==> config.mk <==
export PLATFORM = sky130hd
export DESIGN_NAME = mul_2_seq_accum
export DESIGN_NICKNAME = d
export VERILOG_FILES = /design/src/rtl/mul_2_seq_accum.sv
export SDC_FILE = /design/constraint.sdc
export NUM_CORES = 1
export LEC_CHECK = 0
export ABC_CLOCK_PERIOD_IN_PS = 4300
export CELL_PAD_IN_SITES_DETAIL_PLACEMENT = 2
export CELL_PAD_IN_SITES_GLOBAL_PLACEMENT = 2
export CORE_ASPECT_RATIO = 1.75
export CORE_UTILIZATION = 35
export DETAILED_ROUTE_END_ITERATION = 6
export GPL_ROUTABILITY_DRIVEN = 0
export PLACE_DENSITY_LB_ADDON = 0.05
export RECOVER_POWER = 50
export SYNTH_ARGS = -nofsm -noshare
export SYNTH_HDL_FRONTEND = slang
export SYNTH_HIERARCHICAL = 1
export SYNTH_SLANG_ARGS = --single-unit
==> constraint.sdc <==
create_clock -name clk -period 4.3 [get_ports clk]
set_input_delay 0.86 -clock clk [delete_from_list [all_inputs] [get_ports clk]]
set_output_delay 0.86 -clock clk [all_outputs]
set_load 0.03 [all_outputs]
==> src/rtl/mul_2_seq_accum.sv <==
// Sequential unsigned W x W multiplier: walks 2-bit digit pairs through one 2x2
// multiplier and accumulates weighted partial products into a 2W-bit result.
module mul_2x2 (
  input  logic [1:0] i_x,
  input  logic [1:0] i_y,
  output logic [3:0] o_p
);
  assign o_p = {2'b00, i_x} * {2'b00, i_y};
endmodule

module mul_2_seq_accum #(
  parameter int W = 8
) (
  input  logic           clk,
  input  logic           rst,
  input  logic           start,
  input  logic [W-1:0]   a,
  input  logic [W-1:0]   b,
  output logic           busy,
  output logic           done,
  output logic [2*W-1:0] product
);
  localparam int N  = W / 2;
  localparam int CW = (N > 1) ? $clog2(N) : 1;
  localparam int PW = 2 * W;
  localparam logic [CW-1:0] LAST = CW'(N - 1);

  localparam logic [1:0] S_IDLE = 2'd0;
  localparam logic [1:0] S_RUN  = 2'd1;
  localparam logic [1:0] S_DONE = 2'd2;

  logic [1:0]    r_state;
  logic [W-1:0]  r_a;
  logic [W-1:0]  r_b;
  logic [CW-1:0] r_i;
  logic [CW-1:0] r_j;
  logic [PW-1:0] r_acc;
  logic [PW-1:0] r_product;

  logic [1:0]    w_a_dig;
  logic [1:0]    w_b_dig;
  logic [3:0]    w_pp;
  logic [CW:0]   w_dsum;
  logic [CW+1:0] w_sh;
  logic [PW-1:0] w_pp_ext;
  logic [PW-1:0] w_acc_next;

  assign w_a_dig = r_a[{r_i, 1'b0} +: 2];
  assign w_b_dig = r_b[{r_j, 1'b0} +: 2];

  mul_2x2 u_mul (
    .i_x (w_a_dig),
    .i_y (w_b_dig),
    .o_p (w_pp)
  );

  // Digit pair (i, j) carries weight 4^(i+j), i.e. a left shift of 2(i+j).
  assign w_dsum     = {1'b0, r_i} + {1'b0, r_j};
  assign w_sh       = {w_dsum, 1'b0};
  assign w_pp_ext   = PW'(w_pp);
  assign w_acc_next = r_acc + (w_pp_ext << w_sh);

  always_ff @(posedge clk) begin
    if (rst) begin
      r_state   <= S_IDLE;
      r_acc     <= '0;
      r_product <= '0;
      r_i       <= '0;
      r_j       <= '0;
    end else begin
      case (r_state)
        S_IDLE: begin
          if (start) begin
            r_a     <= a;
            r_b     <= b;
            r_acc   <= '0;
            r_i     <= '0;
            r_j     <= '0;
            r_state <= S_RUN;
          end
        end
        S_RUN: begin
          r_acc <= w_acc_next;
          if (r_i == LAST) begin
            r_i <= '0;
            if (r_j == LAST) begin
              r_j       <= '0;
              r_product <= w_acc_next;
              r_state   <= S_DONE;
            end else begin
              r_j <= r_j + 1'b1;
            end
          end else begin
            r_i <= r_i + 1'b1;
          end
        end
        S_DONE:  r_state <= S_IDLE;
        default: r_state <= S_IDLE;
      endcase
    end
  end

  assign busy    = (r_state != S_IDLE);
  assign done    = (r_state == S_DONE);
  assign product = r_product;
endmodule

==> summary.txt, run 1 <==
maximum buffer depth of the clock tree: 2
HPWL Detailed: 7.642 mm
reg2reg setup slack: 0.29 ns
largest net degree at the start of global routing: 26
first-pass GRT wire length: 15.53 mm
FF+latch count, synth: 54
Hold Crit Endpoint: product[4]
postcts setup bufs: 0
largest vdd supply drop: 0.1887 mV
P_leak: 1.440 nW
Synth area leader: dfxtp_1
r2r startpoint: r_j[0]
register area share after synthesis: 40.76%
Slew Viols, Final: 0
Fin. Hold Viols: 0
min Tclk post-route: 4.012 ns
Routed WL: 9.545 mm
Chip Height: 125.4 um
top-count cell post-synth: dfxtp_1
Detail Route Antenna Nets: 0
top post-synthesis cells by area: dfxtp_1, edfxtp_1, ha_1
Slew Limit Headroom: 42.96%
hold_buf cts: 0
EDFF count, synth: 16
number of global-route vias before repair: 2941
DR vias/cell: 5.495
share of the synthesized area in the top cell type: 24.98%
Worst Path Buf+Inv: 0
Cell Rows: 44
CP required: 4.49 ns
routed via count: 2599
synthesized area: 3045 um2
HP Class: register to register
status: finished clean
worst clock skew: 0.006362 ns
Crit. End Element: register
Die Wd: 72.52 um
CP Class: register to register
Layout area overhead: 20.25%
crit share post-route: 93.30%
Max stage delay on crit path: 0.57 ns
dominant synthesized flop cell: dfxtp_1
crit-path cells: mux4_2 -> and2_1 -> ha_1 -> ha_1 -> a31oi_1 -> nor2b_1 -> ha_1 -> a21oi_1 -> nand2_1 -> o21bai_1 -> nor2b_2 -> nor4_1 -> a311o_1
share of cells above drive strength 1: 5.587%
CTS Buf Count: 5
Min-Delay Startpoint: product[4]
Post-Syn Nets: 365
TNS Setup: 0 ns
Hold Crit Depth: 2
grt ovf: 0
Largest delay share family, worst path: compound AO/OA/AOI/OAI gates
unrepaired setup endpoints after global routing: false
Max Cap Violations: 0
Worst Path Arrival: 4.20 ns
final antenna diode count: 0
CTS sink cnt: 54
Mapped Avg Cell Area: 9.399 um2
most frequent CP cell: ha_1
CTS tree: yes
largest fanout on the critical path: 6
Worst path slowest cell: mux4_2
setup violators final: 0
Max Fclk: 249.3 MHz
Power Dens Cells: 300.2 nW/um2
# IOs: 37
Worst R2R Path Depth: 13
root buffer cell: clkbuf_16
WL/cell: 20.18 um
r2r endpoint: product[9]
Syn. warnings: 6
commonest cells in the synthesized netlist: dfxtp_1, nand2_1, nor2_1
Die ar.: 9093 um2
initial core utilization: 36.39%
initial drt markers: 74
Clk pin slew, worst setup/hold paths: 0.07 ns
layout net count: 398
Core ar.: 8368 um2
Mapped Cells: 324
Fin Hold WS: 0.4633 ns
H-tree levels: 2
worst skew pair latency: 0.30 ns
drt drc: 0
Tot GR Track Use: 22.86%
antenna violations before repair: 0
Netlist cell types: 54
ys async rst share: 0%
Detailed Routing Iterations Pass 1: 4
post_cts resized: 0
Port Buffers: 36
Worst Max-Slew Pin Slew: 0.8524 ns
CP Launch Type: register
-- sequential cells by signal, summed over array words and instances (netlist names) --
| signal | flops |
|---|---|
| product | 16 |
| r_a | 8 |
| r_acc | 16 |
| r_b | 8 |
| r_i | 2 |
| r_j | 2 |
| r_state | 2 |
-- through the flow --
stage / area (um2) / utilization [%] / power, mW / cells / setup slack (ns)
finish: 3662 / 43.77 / 1.100 / 473 / 0.2883
global route: 3662 / 43.77 / 1.140 / 473 / 0.02205
CTS: 3664 / 43.78 / 1.116 / 473 / 0.1714
detailed placement: 3496 / 41.78 / 0.6549 / 465 / 0.2102
global placement: 3496 / 41.78 / 0.6522 / 465 / 0.2594
floorplan: 3045 / - / 0.6116 / 324 / 0.8982
-- per-layer routing --
| metal | routed length (um) | vias up | global-route usage [%] |
|---|---|---|---|
| met5 | 0 | - | 0 |
| met4 | 351 | 0 | 9.804 |
| met3 | 143 | 17 | 2.498 |
| met2 | 5719 | 37 | 46.18 |
| met1 | 3331 | 1295 | 21.88 |
| li1 | - | 1250 | - |
-- tightest hold or removal path, cell delays in order, from the launching register on --
cell and delay [ns]:
dfxtp_1 0.31, nand2_1 0.05, a21oi_1 0.06
-- power breakdown --
group	switching (mW)	leakage [nW]	internal [mW]	total (mW)
Combinational	0.0589	0.903	0.0385	0.0974
Sequential	0.00613	0.455	0.535	0.541
Clock	0.193	0.0823	0.268	0.461
-- how the worst max path moves through the flow --
stage | cells past startpoint | slack (ns) | to | start
final | 13 | 0.29 | product[9] | r_j[0]
after global routing | 13 | 0.02 | product[9] | r_j[0]
after CTS | 13 | 0.17 | r_acc[15] | r_j[0]
after detailed placement | 13 | 0.21 | r_acc[15] | r_j[0]
after global placement | 13 | 0.26 | r_acc[15] | r_i[0]
after floorplan | 13 | 0.90 | product[9] | r_i[0]
-- logic make-up (layout without fill, tap and decap cells) --
family          count (synthesis)  after routing  synth area share [%]
simple gates                  119            119                 19.23
compound gates                 82             82                 18.28
flops                          54             54                 40.76
buf+inv                        28             62                 4.848
fa+ha+maj                      22             22                 9.532
xor+xnor                       13             13                 3.739
mux                             6              6                 3.616
-- layout make-up --
cell class | count | area, um2
fill | 938 | 4706
multi-input combinational | 242 | 1667
sequential | 54 | 1241
timing repair buffer | 43 | 401.6
clock buffer | 8 | 167.7
tap | 115 | 143.9
inverter | 11 | 41.29
-- cell usage in the layout (no fill, tap or decap), types with 4 or more instances in the layout --
cell type / instances
dfxtp_1: 38
dlygate4sd3_1: 33
nand2_1: 32
nor2_1: 32
a21oi_1: 28
ha_1: 20
edfxtp_1: 16
nand3_1: 15
xnor2_1: 12
inv_1: 11
o21ai_0: 8
nor3_1: 7
a22o_1: 7
a22oi_1: 6
and2_1: 6
clkbuf_16: 6
nand2b_1: 5
nor2b_1: 5
mux4_2: 4
a21o_1: 4
nor4b_1: 4
o21bai_1: 4
clkbuf_1: 4
buf_4: 4
No activity file was read; power rests on OpenSTA's default activity.
==> run 2: changes to the inputs <==
--- a/config.mk
+++ b/config.mk
@@ -12,6 +12,7 @@
 export CORE_UTILIZATION = 35
 export DETAILED_ROUTE_END_ITERATION = 6
 export GPL_ROUTABILITY_DRIVEN = 0
+export GPL_TIMING_DRIVEN = 0
 export PLACE_DENSITY_LB_ADDON = 0.05
 export RECOVER_POWER = 50
 export SYNTH_ARGS = -nofsm -noshare
==> run 2 against run 1 <==
- via count up 1.6%
- sequential share of layout area down 0.15 points
- register-to-register slack about the same
- fmax down 0.16%
- wire length down 4.7%
- global-route usage down 0.82 points
- first-iteration DRC count down 15%
- critical path type unchanged
- highest routed layer unchanged
==> summary.txt, run 2 (synthesized netlist as in run 1, its figures left out) <==
status: finished clean
Max Fclk: 248.9 MHz
final antenna diode count: 0
Worst Path Arrival: 4.21 ns
number of global-route vias before repair: 2939
largest vdd supply drop: 0.2489 mV
Core ar.: 8368 um2
min Tclk post-route: 4.018 ns
unrepaired setup endpoints after global routing: false
CTS sink cnt: 54
multi-input combinational cell area: 1670 um2
DR vias/cell: 5.502
# IOs: 37
Fin Hold WS: 0.4573 ns
antenna violations before repair: 0
Die Wd: 72.52 um
Max Cap Violations: 0
P_leak: 1.461 nW
CTS Buf Count: 5
setup violators final: 0
CP required: 4.49 ns
initial core utilization: 36.39%
crit share post-route: 93.45%
post-route cell area: 3686 um2
routed via count: 2641
Power Dens Cells: 281.6 nW/um2
TNS Setup: 0 ns
root buffer cell: clkbuf_16
maximum buffer depth of the clock tree: 2
Die ar.: 9093 um2
Pint: 0.7859 mW
drt drc: 0
Tot GR Track Use: 22.04%
grt ovf: 0
initial drt markers: 63
CP Class: register to register
Slew Viols, Final: 0
# fillers: 958
Crit. End Element: register
commonest non-fill, non-tap cell in the layout: dfxtp_1
Slew Limit Headroom: 19.60%
worst skew pair latency: 0.29 ns
CTS tree: yes
CP Launch Type: register
share of cells above drive strength 1: 6.575%
placed insts: 474
Clk pin slew, worst setup/hold paths: 0.07 ns
placed cell areas: 3540 um2
Worst Max-Slew Pin Slew: 1.202 ns
postcts setup bufs: 0
largest net degree at the start of global routing: 17
commonest non-fill, non-tap cells in the layout: dfxtp_1, dlygate4sd3_1, nand2_1, nor2_1, a21oi_1
Detail Route Antenna Nets: 0
HPWL Detailed: 7.340 mm
Fin. Hold Viols: 0
Port Buffers: 35
layout net count: 406
Layout area overhead: 21.04%
worst clock skew: 0.006137 ns
final core utilization: 44.05%
Net Switching: 0.2522 mW
Final Non-Filler Cells: 480
H-tree levels: 2
Gate power share: 9.4%
WL/cell: 18.95 um
HP Class: register to register
Chip Height: 125.4 um
FF/Latch Area: 1244 um2
Detailed Routing Iterations Pass 1: 4
sequential power share: 52.1%
largest fanout on the critical path: 6
Sw Share: 24.29%
clock share of power: 38.5%
first-pass GRT wire length: 14.96 mm
Routed WL: 9.094 mm
Cell Rows: 44
==> run 2: changes by cell type in the layout (fill, tap and decap cells not counted), moves of 2 or more <==
cell and delta:
buf_6 +2, buf_2 +2, dfxtp_1 -2, buf_4 -4, dfxtp_2 +2, clkbuf_1 +5
clkdlybuf4s50_1 -2
==> run 2: worst paths after layout <==
path,startpoint,slack (ns),cells past startpoint,end
worst min register to register,product[6],0.46,2,product[6]
worst max register to register,r_i[0],0.28,13,product[9]
worst min-delay path,product[6],0.46,2,product[6]
worst max-delay path,r_i[0],0.28,13,product[9]
==> run 2: per-layer routing <==
metal,wire length (um),up-vias,GRT usage (%)
met1,3336,1309,21.88
met4,400,0,11.42
li1,-,1267,-
met5,0,-,0
met2,5219,45,42.44
met3,138,20,2.820
==> run 2: critical path, cell delays in order, from the launching register on <==
cell	delay, ns
dfxtp_2	0.42
mux4_2	0.56
and2_1	0.18
ha_1	0.19
ha_1	0.31
a31oi_1	0.27
nor2b_1	0.09
ha_1	0.36
a21oi_1	0.28
nand2_1	0.17
o21bai_1	0.31
nor2b_2	0.35
nor4_1	0.09
a311o_1	0.32
==> run 2: repair_timing <==
| item | in CTS | in global routing |
|---|---|---|
| resized for setup | 1 | 4 |
| hold buffers | 0 | 0 |
| setup endpoints to repair | 1 | 8 |
==> run 2: area by class of cell <==
type,count,area share [%]
plain buffers,16,2.749
clock buffers,5,3.394
clock inverters,2,0.2716
inverters,11,1.120
multi-input cells,242,45.32
flip-flops and latches,54,33.74
well taps,115,3.904
repair buffers,35,9.504
==> run 2: stage by stage <==
| step | total power, mW | worst slack, ns |
|---|---|---|
| 2_1_floorplan | 0.6116 | 0.8982 |
| 3_3_place_gp | 0.6509 | 0.06818 |
| 3_5_place_dp | 0.6557 | 0.03007 |
| 4_1_cts | 1.061 | 0.03589 |
| 5_1_grt | 1.084 | 0.05239 |
| 6_report | 1.038 | 0.2818 |
==> run 2: power by group through the flow <==
| stage | logic, mW | registers (mW) | clock network, mW |
|---|---|---|---|
| 2_1_floorplan | 0.0610 | 0.551 | 0 |
| 3_3_place_gp | 0.0988 | 0.552 | 0 |
| 3_5_place_dp | 0.103 | 0.553 | 0 |
| 4_1_cts | 0.103 | 0.541 | 0.417 |
| 5_1_grt | 0.108 | 0.542 | 0.433 |
| 6_report | 0.0974 | 0.541 | 0.400 |
